==> config.mk <==
export PLATFORM = sky130hd
export DESIGN_NAME = result_frame_tx
export DESIGN_NICKNAME = d
export VERILOG_FILES = /design/src/rtl/result_frame_tx.sv
export SDC_FILE = /design/constraint.sdc
export NUM_CORES = 1
export LEC_CHECK = 0
export ABC_AREA = 1
export CORE_ASPECT_RATIO = 0.8
export CORE_MARGIN = 10
export CORE_UTILIZATION = 55
export DETAILED_ROUTE_END_ITERATION = 6
export PLACE_DENSITY = 0.74
export SYNTH_ARGS = -nofsm -noshare
export SYNTH_HDL_FRONTEND = slang
export SYNTH_SLANG_ARGS = --single-unit
export TNS_END_PERCENT = 1
==> constraint.sdc <==
create_clock -name clk -period 2.6 [get_ports clk]
set_input_delay 0.52 -clock clk [delete_from_list [all_inputs] [get_ports clk]]
set_output_delay 0.52 -clock clk [all_outputs]
set_load 0.02 [all_outputs]
==> src/rtl/result_frame_tx.sv <==
// Output-side frame transmitter: buffers FRAME_LEN two-channel result pairs, then
// streams header, length, payload and an 8-bit additive checksum over a valid/ready byte port.
module result_frame_tx #(
  parameter int         FRAME_LEN   = 36,
  parameter logic [7:0] HEADER_BYTE = 8'hA5
) (
  input  logic       clk,
  input  logic       reset,
  input  logic       in_valid,
  input  logic [7:0] in_data_0,
  input  logic [7:0] in_data_1,
  output logic       in_ready,
  output logic [7:0] tx_data,
  output logic       tx_valid,
  input  logic       tx_ready,
  output logic       frame_done,
  output logic       overflow
);

  localparam int IDX_W = 7;
  localparam int AW    = (FRAME_LEN > 1) ? $clog2(FRAME_LEN) : 1;
  localparam int DEPTH = 2 ** AW;
  localparam logic [IDX_W-1:0] LAST_IDX = IDX_W'(FRAME_LEN - 1);
  localparam logic [7:0]       LEN_BYTE = 8'(FRAME_LEN * 2);

  typedef enum logic [2:0] {COLLECT, HDR, LEN, PAY, CSUM} state_t;

  state_t           state_q, state_d;
  logic [IDX_W-1:0] wr_idx_q, wr_idx_d;
  logic [IDX_W-1:0] rd_idx_q, rd_idx_d;
  logic             sel_q, sel_d;
  logic [7:0]       checksum_q, checksum_d;
  logic [7:0]       hi_q, hi_d;
  logic [7:0]       tx_data_q, tx_data_d;
  logic             tx_valid_q, tx_valid_d;
  logic             frame_done_q, frame_done_d;
  logic             overflow_q, overflow_d;

  logic [15:0]      buf_mem [DEPTH];
  logic [15:0]      rd_word_q;
  logic [IDX_W-1:0] rd_addr;

  logic xfer, accept, last_pair, pay_last;

  assign xfer      = tx_valid_q && tx_ready;
  assign accept    = in_valid && (state_q == COLLECT);
  assign last_pair = accept && (wr_idx_q == LAST_IDX);
  assign pay_last  = sel_q && (rd_idx_q == LAST_IDX);

  // The RAM read runs one entry ahead of the byte on the bus, so the next ch0
  // is already registered when the current ch1 transfers; ch1 is parked in hi_q.
  assign rd_addr = (state_q == PAY && rd_idx_q != LAST_IDX) ? rd_idx_q + IDX_W'(1) : '0;

  always_ff @(posedge clk) begin
    if (accept) begin
      buf_mem[wr_idx_q[AW-1:0]] <= {in_data_1, in_data_0};
    end
    rd_word_q <= buf_mem[rd_addr[AW-1:0]];
  end

  always_ff @(posedge clk) begin
    if (reset) begin
      state_q <= COLLECT;
    end else begin
      state_q <= state_d;
    end
  end

  always_comb begin
    state_d = state_q;
    case (state_q)
      COLLECT: if (last_pair)        state_d = HDR;
      HDR:     if (xfer)             state_d = LEN;
      LEN:     if (xfer)             state_d = PAY;
      PAY:     if (xfer && pay_last) state_d = CSUM;
      CSUM:    if (xfer)             state_d = COLLECT;
      default:                       state_d = COLLECT;
    endcase
  end

  always_comb begin
    wr_idx_d     = wr_idx_q;
    rd_idx_d     = rd_idx_q;
    sel_d        = sel_q;
    checksum_d   = checksum_q;
    hi_d         = hi_q;
    tx_data_d    = tx_data_q;
    tx_valid_d   = tx_valid_q;
    frame_done_d = 1'b0;
    overflow_d   = overflow_q | (in_valid && state_q != COLLECT);
    case (state_q)
      COLLECT: begin
        if (accept) begin
          wr_idx_d = last_pair ? '0 : wr_idx_q + IDX_W'(1);
        end
        if (last_pair) begin
          tx_data_d  = HEADER_BYTE;
          tx_valid_d = 1'b1;
        end
      end
      HDR: begin
        if (xfer) tx_data_d = LEN_BYTE;
      end
      LEN: begin
        if (xfer) begin
          tx_data_d = rd_word_q[7:0];
          hi_d      = rd_word_q[15:8];
          sel_d     = 1'b0;
        end
      end
      PAY: begin
        if (xfer) begin
          checksum_d = checksum_q + tx_data_q;
          if (!sel_q) begin
            tx_data_d = hi_q;
            sel_d     = 1'b1;
          end else if (pay_last) begin
            tx_data_d = checksum_q + tx_data_q;
            sel_d     = 1'b0;
          end else begin
            tx_data_d = rd_word_q[7:0];
            hi_d      = rd_word_q[15:8];
            rd_idx_d  = rd_idx_q + IDX_W'(1);
            sel_d     = 1'b0;
          end
        end
      end
      CSUM: begin
        if (xfer) begin
          tx_valid_d   = 1'b0;
          frame_done_d = 1'b1;
          checksum_d   = '0;
          rd_idx_d     = '0;
          sel_d        = 1'b0;
        end
      end
      default: ;
    endcase
  end

  always_ff @(posedge clk) begin
    if (reset) begin
      wr_idx_q     <= '0;
      rd_idx_q     <= '0;
      sel_q        <= 1'b0;
      checksum_q   <= '0;
      hi_q         <= '0;
      tx_data_q    <= '0;
      tx_valid_q   <= 1'b0;
      frame_done_q <= 1'b0;
      overflow_q   <= 1'b0;
    end else begin
      wr_idx_q     <= wr_idx_d;
      rd_idx_q     <= rd_idx_d;
      sel_q        <= sel_d;
      checksum_q   <= checksum_d;
      hi_q         <= hi_d;
      tx_data_q    <= tx_data_d;
      tx_valid_q   <= tx_valid_d;
      frame_done_q <= frame_done_d;
      overflow_q   <= overflow_d;
    end
  end

  assign in_ready   = (state_q == COLLECT);
  assign tx_data    = tx_data_q;
  assign tx_valid   = tx_valid_q;
  assign frame_done = frame_done_q;
  assign overflow   = overflow_q;

endmodule

==> impl_metrics.csv <==
group,metric,value,unit
place,hpwl,74.7,mm
cells_and_area,fin_nets,4614,
route,vias_per_cell,6.10,
logic_synthesis,yosys_warnings,0,
logic_synthesis,seq_area_frac_synth,0.670,
power_and_ir_drop,p_leak,22.4,nW
cells_and_area,drive_gt1_frac,0.128,
route,num_vias,35362,
logic_synthesis,synth.distinct_cells,39,
route,wire_per_inst,23.7,um
worst_setup_path,cp_cell_sequence,"ha_2 > nand2_1 > inv_1 > nand3_4 > buf_8 > nand3_4 > buf_4 > buf_8 > nand3_1 > nand3_1 > nand3_2 > nand3_1 > nand2_1",
min_path,min_path_cells,1,
worst_setup_path,r2r_slack,-0.01,ns
clock_network,numClockSinks,1085,
logic_synthesis,synth_area_per_cell,10.6,um2
worst_setup_path,cp-start-kind,"flop",
grt,first_global_vias,33286,
min_path,min_from,"in_data_0[3]",
clock_network,cts_tree,"done",
timing,clock_skew,0.0285,ns
clock_network,cts_root_buffer,"clkbuf_16",
grt,grt_overflow,0,
cells_and_area,fill_cells,6124,
worst_setup_path,critical_path_class,"reg -> reg",
timing,maxSlewViolCount,0,
worst_setup_path,crit_top_cell,"nand3_1",
clock_network,cts.clk_slew.worst_paths,0.07,ns
clock_network,htreeDepth,3,
cells_and_area,final_area,0.0557,mm2
timing,worst_slew_pin_slew,1.15,ns
power_and_ir_drop,ir_worst_vdd,0.728,mV
grt,grt_first_pass_wirelength,199,mm
run_status,status,"complete, but fails checks",
worst_setup_path,end_kind,"flop",
floorplan,die_x,349,um
clock_network,cts_buffers,101,
clock_network,cts_buffer_depth,3,
min_path,holdPathEnd,"buf_mem[12][3]$_DFFE_PP_",
route,routed_wl,137,mm
min_path,hold_path_class,"in -> reg",
timing,fin_crit,2.61,ns
worst_setup_path,timing.rr.end,"rd_word_q[9]$_DFF_P_",
grt,antenna_found_initial,6,
place,gp_congestion,0.884,
logic_synthesis,synth.cell_area,0.0477,mm2
power_and_ir_drop,finalPower,38.5,mW
worst_setup_path,critical_path.max_stage_delay,0.34,ns
timing,clock.fmax,0.383,GHz
route,drt-initial-drc-count,5690,
worst_setup_path,reg2reg_depth,13,
route,antenna_left,0,
cells_and_area,final_common_cell,"edfxtp_1",
logic_synthesis,synthesis.nets,4514,
timing,setup_slack,-0.0143,ns
worst_setup_path,cp.required,3.16,ns
cells_and_area,diodes,0,
worst_setup_path,crit_fanout,22,
grt,track_usage,0.258,
grt,grt_max_degree,161,
floorplan,initial_utilization,0.555,
route,drc,0,
worst_setup_path,arrival,3.18,ns
worst_setup_path,reg2reg_from,"rd_idx_q[0]$_SDFFE_PP0P_",
place,port_buffers,31,
timing,min_period_over_period,1.01,
floorplan,die_h,283,um
run_status,violations,"setup timing",
timing,hold_viol,0,
timing,rsz0062_at_grt,"yes",
timing,setup_tns,-0.0143,ns
timing,slew_headroom,0.233,
floorplan,num_rows,96,
place,pre_cts_ws,-0.364,ns
power_and_ir_drop,power.density,691,mW/mm2
floorplan,dieArea,0.0990,mm2
logic_synthesis,netlist_instances,4484,
cells_and_area,area_delta_synth_final,16.8,%
timing,setup_violations,1,
clock_network,clk_latency,0.69,ns
logic_synthesis,ys_ff_latch,1085,
floorplan,core-area,0.0859,mm2
floorplan,ios,32,
route,dr.pass1.iters,6,
worst_setup_path,critPathSlowestCell,"dfxtp_1",
place,place_area,0.0512,mm2
flow_run,maxCapViolCount,0,
cells_and_area,finalCoreUtilization,0.649,
cells_and_area,most-common-layout-cells,"1,024 x edfxtp_1, 810 x nand3_1, 691 x inv_1",
synthesized netlist by cell type, drive strengths merged:
master	instances	share of area
edfxtp	1024	0.64
nand3	852	0.090
inv	697	0.055
nor2	433	0.035
nand2	398	0.031
nand4	372	0.049
buf	189	0.019
o21ai	154	0.016
clkbuf	116	0.0091
or2	98	0.013
dfxtp	61	0.026
a21oi	43	0.0045
ha	9	0.0024
nor3	7	0.00073
o221ai	5	0.00092
xor2	5	0.00092
a31oi	3	0.00039
xnor2	3	0.00055
a211oi	2	0.00031
nor4	2	0.00026
a21boi	1	0.00016
clkinv	1	0.000079
fa	1	0.00042
nand3b	1	0.00016
nor3b	1	0.00016
o2111ai	1	0.00018
o211ai	1	0.00016
o21bai	1	0.00016
o221a	1	0.00024
o22ai	1	0.00013
o31ai	1	0.00016
flip-flops by register name, indices dropped and copies added (netlist names):
register / count
tx_data: 8
sel_q: 1
state_q: 3
rd_word_q: 16
frame_done: 1
buf_mem: 1024
rd_idx_q: 7
checksum_q: 8
hi_q: 8
overflow: 1
wr_idx_q: 7
tx_valid: 1
worst max-delay path, delay by kind of cell (launching register included):
kind	cells	cell delay, ns
adders and majority gates	1	0.19
buffers and inverters	4	0.66
DFF	1	0.34
and+or+nand+nor	8	1.28
report_power, final:
part	internal [mW]	switching, mW
Combinational	1.25	2.59
Clock	8.53	6.55
Sequential	19.4	0.212
metal layers:
metal,part of all wire,vias up,global-route usage
met2,0.45,2471,0.392
met4,0.040,4,0.105
met5,0.00017,-,0
met3,0.13,337,0.0507
li1,-,15719,-
met1,0.38,16831,0.363
through the flow:
stage,hold WS [ns],std cells
3_3_place_gp,0.443,5563
6_report,0.314,5797
3_5_place_dp,0.440,5563
5_1_grt,0.315,5797
2_1_floorplan,0.423,4484
4_1_cts,0.277,5754
layout make-up:
type	count	area (um2)	area share
clock inverter	62	603	0.0108
sequential	1085	32000	0.574
tap	1127	1410	0.0253
timing repair buffer	302	4340	0.0778
inverter	698	2650	0.0475
multi-input combinational	2396	12000	0.216
clock buffer	127	2730	0.0490
kinds of logic after synthesis:
kind of cell,Yosys count,synth area share
AOI/OAI and AO/OA,214,0.0235
xor gates and xnor gates,8,0.00147
adders and majority gates,10,0.00278
DFF,1085,0.670
and+or+nand+nor,2164,0.219
buffers and inverters,1003,0.0832
worst max path at each step:
stage                             startpoint                       end  slack [ns]
floorplan            state_q[2]$_SDFFE_PP0P_  buf_mem[15][0]$_DFFE_PP_        0.04
global placement    rd_idx_q[0]$_SDFFE_PP0P_     rd_word_q[10]$_DFF_P_       -0.32
detailed placement  rd_idx_q[1]$_SDFFE_PP0P_     rd_word_q[10]$_DFF_P_       -0.36
CTS                 rd_idx_q[1]$_SDFFE_PP0P_     rd_word_q[13]$_DFF_P_       -0.14
global route        rd_idx_q[0]$_SDFFE_PP0P_     rd_word_q[10]$_DFF_P_       -0.06
finish              rd_idx_q[0]$_SDFFE_PP0P_      rd_word_q[9]$_DFF_P_       -0.01
timing repair:
action | 4_1_cts | 5_1_grt
gates resized for setup | 11 | 70
hold buffers | 0 | 0
pin swaps | 0 | 8
cloned | 2 | 18
buffers inserted | 0 | 25
endpoints found under the setup margin | 14 | 23
Note: power is estimated with default switching activity, not from simulation.
